`config.mk`:
```
export PLATFORM = sky130hd
export DESIGN_NAME = seq_frame_tx
export DESIGN_NICKNAME = d
export VERILOG_FILES = /design/src/rtl/seq_pkg.sv /design/src/rtl/seq_shift_out.sv /design/src/rtl/seq_frame_tx.sv
export SDC_FILE = /design/constraint.sdc
export NUM_CORES = 1
export LEC_CHECK = 0
export ABC_AREA = 0
export ABC_CLOCK_PERIOD_IN_PS = 1700
export CORE_UTILIZATION = 49
export CTS_CLUSTER_DIAMETER = 30
export DETAILED_ROUTE_END_ITERATION = 10
export PLACE_DENSITY = 0.74
export SKIP_LAST_GASP = 1
export SLEW_MARGIN = 20
export SYNTH_ARGS = -nofsm -noshare
export SYNTH_HDL_FRONTEND = slang
export SYNTH_SLANG_ARGS = --single-unit
export TNS_END_PERCENT = 1
```
`constraint.sdc`:
```
create_clock -name clk -period 1.7 [get_ports clk]
set_clock_uncertainty 0.15 [all_clocks]
set_input_delay 0.255 -clock clk [delete_from_list [all_inputs] [get_ports clk]]
set_output_delay 0.255 -clock clk [all_outputs]
set_load 0.02 [all_outputs]
```
`src/rtl/seq_pkg.sv`:
```
// Shared definitions for the 1101 sync-framed serial link (transmitter and detector bench).
// SEQ_FRAME_TX_PARITY_EN adds the PARITY state to the transmitter state set.
package seq_pkg;

`ifdef SEQ_FRAME_TX_PARITY_EN
  typedef enum logic [2:0] {ST_IDLE, ST_SYNC, ST_PAYLOAD, ST_PARITY, ST_GAP} state_t;
`else
  typedef enum logic [2:0] {ST_IDLE, ST_SYNC, ST_PAYLOAD, ST_GAP} state_t;
`endif

  localparam int SYNC_W = 4;
  localparam logic [SYNC_W-1:0] SYNC_PATTERN = 4'b1101;

  function automatic int frame_len(input int data_w, input bit parity_en);
    return SYNC_W + data_w + (parity_en ? 1 : 0);
  endfunction

endpackage

```
`src/rtl/seq_shift_out.sv`:
```
// Loadable MSB-first shift register with a count of bits shifted out and a last-bit flag.
module seq_shift_out #(
  parameter int DATA_W = 8,
  parameter int CNT_W  = $clog2(DATA_W + 1)
) (
  input  logic              clk,
  input  logic              rst_n,
  input  logic              load,
  input  logic [DATA_W-1:0] load_data,
  input  logic              shift,
  input  logic              clr,
  output logic              msb,
  output logic [CNT_W-1:0]  cnt,
  output logic              last
);

  logic [DATA_W-1:0] sr;

  always_ff @(posedge clk or negedge rst_n) begin
    if (!rst_n) begin
      sr  <= '0;
      cnt <= '0;
    end else if (load) begin
      sr  <= load_data;
      cnt <= '0;
    end else if (shift) begin
      sr  <= sr << 1;
      cnt <= cnt + 1'b1;
    end else if (clr) begin
      cnt <= '0;
    end
  end

  assign msb  = sr[DATA_W-1];
  // High while the bit about to be shifted out is the final payload bit.
  assign last = (cnt == CNT_W'(DATA_W - 1));

endmodule

```
`src/rtl/seq_frame_tx.sv`:
```
// Serial frame transmitter: sync 1101, payload MSB-first, optional even parity, idle gap.
// Define SEQ_FRAME_TX_PARITY_EN to append the parity bit after the payload.
module seq_frame_tx
  import seq_pkg::*;
#(
  parameter int DATA_W     = 8,
  parameter int GAP_CYCLES = 2
) (
  input  logic              clk,
  input  logic              rst_n,
  input  logic              in_valid,
  input  logic [DATA_W-1:0] in_data,
  output logic              in_ready,
  output logic              out,
  output logic              out_valid,
  output logic              busy,
  output logic              done
);

`ifdef SEQ_FRAME_TX_PARITY_EN
  localparam bit PARITY_EN = 1'b1;
`else
  localparam bit PARITY_EN = 1'b0;
`endif
  localparam int CNT_W        = $clog2(DATA_W + 1);
  localparam int PAYLOAD_BITS = frame_len(DATA_W, 1'b0) - SYNC_W;
  localparam logic [3:0] GAP_LAST = 4'(GAP_CYCLES);

  state_t           state;
  logic [3:0]       ph;
  logic             ld, sh, clr, pay_done;
  logic             msb, last;
  logic [CNT_W-1:0] cnt;
  logic [1:0]       sync_idx;
`ifdef SEQ_FRAME_TX_PARITY_EN
  logic             par;
`endif

  // State reflects the bit currently on the line; ph indexes sync bits and gap cycles.
  assign in_ready = (state == ST_IDLE);
  assign pay_done = (cnt == CNT_W'(PAYLOAD_BITS));
  assign sync_idx = 2'(SYNC_W - 1) - ph[1:0];
  assign ld       = in_ready && in_valid;
  assign sh       = ((state == ST_SYNC) && (ph == 4'(SYNC_W))) ||
                    ((state == ST_PAYLOAD) && !pay_done);
  assign clr      = (state == ST_PAYLOAD) && pay_done;

  seq_shift_out #(.DATA_W(DATA_W), .CNT_W(CNT_W)) u_shift (
    .clk       (clk),
    .rst_n     (rst_n),
    .load      (ld),
    .load_data (in_data),
    .shift     (sh),
    .clr       (clr),
    .msb       (msb),
    .cnt       (cnt),
    .last      (last)
  );

  always_ff @(posedge clk or negedge rst_n) begin
    if (!rst_n) begin
      state     <= ST_IDLE;
      ph        <= '0;
      out       <= 1'b0;
      out_valid <= 1'b0;
      busy      <= 1'b0;
      done      <= 1'b0;
`ifdef SEQ_FRAME_TX_PARITY_EN
      par       <= 1'b0;
`endif
    end else begin
      case (state)
        ST_IDLE: begin
          if (in_valid) begin
            state     <= ST_SYNC;
            ph        <= 4'd1;
            out       <= SYNC_PATTERN[SYNC_W-1];
            out_valid <= 1'b1;
            busy      <= 1'b1;
`ifdef SEQ_FRAME_TX_PARITY_EN
            par       <= ^in_data;
`endif
          end
        end
        ST_SYNC: begin
          if (ph == 4'(SYNC_W)) begin
            state <= ST_PAYLOAD;
            out   <= msb;
            done  <= last && !PARITY_EN;
          end else begin
            out <= SYNC_PATTERN[sync_idx];
            ph  <= ph + 4'd1;
          end
        end
        ST_PAYLOAD: begin
          if (pay_done) begin
`ifdef SEQ_FRAME_TX_PARITY_EN
            state <= ST_PARITY;
            out   <= par;
            done  <= 1'b1;
`else
            out       <= 1'b0;
            out_valid <= 1'b0;
            done      <= 1'b0;
            ph        <= 4'd1;
            state     <= (GAP_CYCLES == 0) ? ST_IDLE : ST_GAP;
            busy      <= (GAP_CYCLES != 0);
`endif
          end else begin
            out  <= msb;
            done <= last && !PARITY_EN;
          end
        end
`ifdef SEQ_FRAME_TX_PARITY_EN
        ST_PARITY: begin
          out       <= 1'b0;
          out_valid <= 1'b0;
          done      <= 1'b0;
          ph        <= 4'd1;
          state     <= (GAP_CYCLES == 0) ? ST_IDLE : ST_GAP;
          busy      <= (GAP_CYCLES != 0);
        end
`endif
        ST_GAP: begin
          if (ph == GAP_LAST) begin
            state <= ST_IDLE;
            busy  <= 1'b0;
          end else begin
            ph <= ph + 4'd1;
          end
        end
        default: state <= ST_IDLE;
      endcase
    end
  end

endmodule

```
==> run_results.csv <==
group,metric,value,unit
job,max_cap_violations,0,
finish,postLayoutCellArea,0.001924,mm^2
outcome,status,"finished, violations left",
global_route,grt-ovfl-total,0,
sta,setup_tns,-1.277,ns
sta,setup_viol,22,
placement,dp_hpwl,2221,um
worst_setup_path,crit_path_start_kind,"flip-flop",
global_route,grt.total_usage,23.90,%
logic_synthesis,synth_top_area_share,41.55,%
global_route,grt_pass1_vias,1054,
cts,cts_tree,"built",
sta,worstMarginPinSlew,0.2970,ns
pwr,p_per_area,1985,mW/mm^2
finish,fin_nets,206,
sta,relSlewSlack,80.20,%
hold_path,hp-class,"in -> async",
route,dr.pass1.iters,4,
logic_synthesis,synth_edf_count,0,
finish,final_util,76.29,%
floorplanning,placementRows,18,
global_route,antenna_found_initial,0,
route,dr.first_iter.drc_count,38,
cts,cts_sinks,22,
logic_synthesis,async_flop_share,100.0,%
placement,dpl.cell_count,203,
logic_synthesis,synth-seq-cells,22,
worst_setup_path,path_max_fanout,3,
finish,regArea,551.8,um^2
placement,io_buffers,15,
sta,finalCritPeriodShare,108.9,%
pwr,clockPowerShare,10.8,%
logic_synthesis,synth_seq_area_share,41.55,%
placement,dpl_cell_area,0.001732,mm^2
logic_synthesis,yosys-top-cells-count,"22 x dfrtp_1, 19 x nor2_1, 11 x nand2_1",
route,vias_per_cell,5.425,
route,drt_wl_total,3305,um
logic_synthesis,synthCells,132,
floorplanning,dieWidth,54,um
floorplanning,initial_core_util,52.53,%
pwr,seqPwrFrac,24.2,%
pwr,p_leak,0.8918,nW
logic_synthesis,netlist_area,0.001325,mm^2
route,via_count,1161,
finish,fin_cells,214,
logic_synthesis,synth.distinct_cells,38,
sta,slew_viol_final,0,
pwr,p_switching,1.489,mW
global_route,grt_first_pass_wirelength,4809,um
route,drc_errors,0,
cts,clock_latency,0.32,ns
route,final_antenna_net_count,0,
cts,cts-root-buf,"clkbuf_4",
sta,fin_crit,1.851,ns
pwr,peakVddDrop,1484,uV
outcome,violations,"setup timing",
floorplanning,io_pins,16,
finish,multi_input_area,809.5,um^2
logic_synthesis,yosys_most_used_dff,"dfrtp_1",
logic_synthesis,synth_area_leader_cell,"dfrtp_1",
logic_synthesis,synth.most_common_cell,"dfrtp_1",
placement,place.gp.congestion,0.9583,
finish,antenna_cells_inserted,0,
placement,post-place-ws,-0.1569,ns
logic_synthesis,syn_area_per_cell,10.04,um^2
finish,drive_gt1_share,34.24,%
finish,syn2layout_area_growth,45.23,%
cts,htreeDepth,1,
cts,cts.path.max_buffers,2,
worst_setup_path,cp.required,1.76,ns
sta,fmax,540.4,MHz
logic_synthesis,yosys_warnings,0,
logic_synthesis,synth_area_leaders,"dfrtp_1 42%, ha_1 9.4%, mux2i_1 6.8%, nor2_1 5.4%, a21oi_1 3.8%",
sta,rsz0062_at_grt,"true",
cts,clkTransAtPathRegs,0.14,ns
pwr,sw_frac_of_total,38.97,%
global_route,grt_max_degree,23,
floorplanning,die_y,54,um
pwr,pwr-share-comb,64.9,%
cts,cts_made_buffers,3,
floorplanning,dieArea,0.002916,mm^2
route,wire_per_inst,15.44,um
logic_synthesis,syn_nets,153,
sta,setup_ws,-0.1506,ns
worst_setup_path,path_class,"reg -> reg",
pwr,p_int,2.332,mW
worst_setup_path,worstPathArrival,1.91,ns
floorplanning,core_area,0.002522,mm^2
sta,hold_viol_final,0,
finish,fill_cells,159,
worst_setup_path,crit_path_end_kind,"flip-flop",
[metal layers]
metal | track usage, % | wire length (um)
met3 | 3.955 | 140
met4 | 7.692 | 41
met5 | 0 | 0
met2 | 41.98 | 1647
met1 | 29.46 | 1476
[power by group through the flow]
stage	Sequential (mW)	Clock (mW)	Combinational, mW
6_report	0.926	0.414	2.48
4_1_cts	0.912	0.420	2.32
5_1_grt	0.943	0.449	2.67
2_1_floorplan	0.938	0	1.21
3_3_place_gp	0.893	0	2.02
3_5_place_dp	0.908	0	2.08
[per-stage QoR]
stage | total power, mW | hold slack (ns)
floorplan | 2.148 | -0.1906
global placement | 2.908 | 0.3228
detailed placement | 2.989 | 0.3399
CTS | 3.651 | 0.1215
global route | 4.063 | 0.1665
finish | 3.821 | 0.1131
[flip-flops by register name, indices dropped and copies added, names as in the netlist]
register / flops
u_shift.sr: 8
ph: 4
u_shift.cnt: 4
state: 2
busy: 1
done: 1
out: 1
out_valid: 1
[cell type report]
| class | count | share of cell area, % |
|---|---|---|
| Clock buffer | 3 | 1.170 |
| Inverter | 9 | 1.756 |
| Sequential cell | 22 | 28.67 |
| Clock inverter | 1 | 1.560 |
| Timing Repair Buffer | 52 | 22.82 |
| Tap cell | 30 | 1.951 |
| Multi-Input combinational cell | 97 | 42.07 |
[logic make-up (layout without fill, tap and decap cells)]
logic type | Yosys count | after routing | share of synthesized area (%)
AND/OR/NAND/NOR | 42 | 42 | 15.68
AO/OA/AOI/OAI | 32 | 32 | 18.23
flip-flops | 22 | 22 | 41.55
buffers and inverters | 13 | 65 | 4.816
multiplexers | 12 | 12 | 9.632
adder cells (fa/ha/maj) | 10 | 10 | 9.443
XOR/XNOR | 1 | 1 | 0.6611
[placed cells by master (no fill, tap or decap), types with 3 or more instances in the layout]
cell and n:
ha_4 4, mux2_4 3, nand2_1 11, clkdlybuf4s50_1 14
ha_2 3, dfrtp_1 21, nor2_1 19, ha_1 3
inv_1 6, a2bb2oi_1 3, inv_2 3, buf_4 36
mux2i_1 9, a21oi_1 9, clkbuf_4 3
[final timing paths]
check | start | cells past startpoint | to | slack, ns
max | state[1] | 6 | state[0] | -0.15
min | rst_n | 2 | out_valid | 0.11
max reg2reg | state[1] | 6 | state[0] | -0.15
min reg2reg | done | 2 | done | 0.38
max in group asynchronous | rst_n | 2 | state[0] | 1.03
min in group clk | in_data[0] | 2 | u_shift.sr[0] | 0.32
[critical path: stages (launching register included)]
cell     delay [ns]
dfrtp_1        0.42
inv_2          0.08
ha_4           0.17
buf_4          0.13
or2_1          0.26
a21oi_4        0.20
mux2_4         0.32
[what timing repair did]
action	CTS	global route
hold endpoints to repair	0	0
pin swaps	6	2
gates resized for setup	16	5
gates cloned	0	0
endpoints found under the setup margin	24	26
hold buffers	0	0
buffers inserted	5	2
Note: power is estimated with default switching activity, not from simulation.
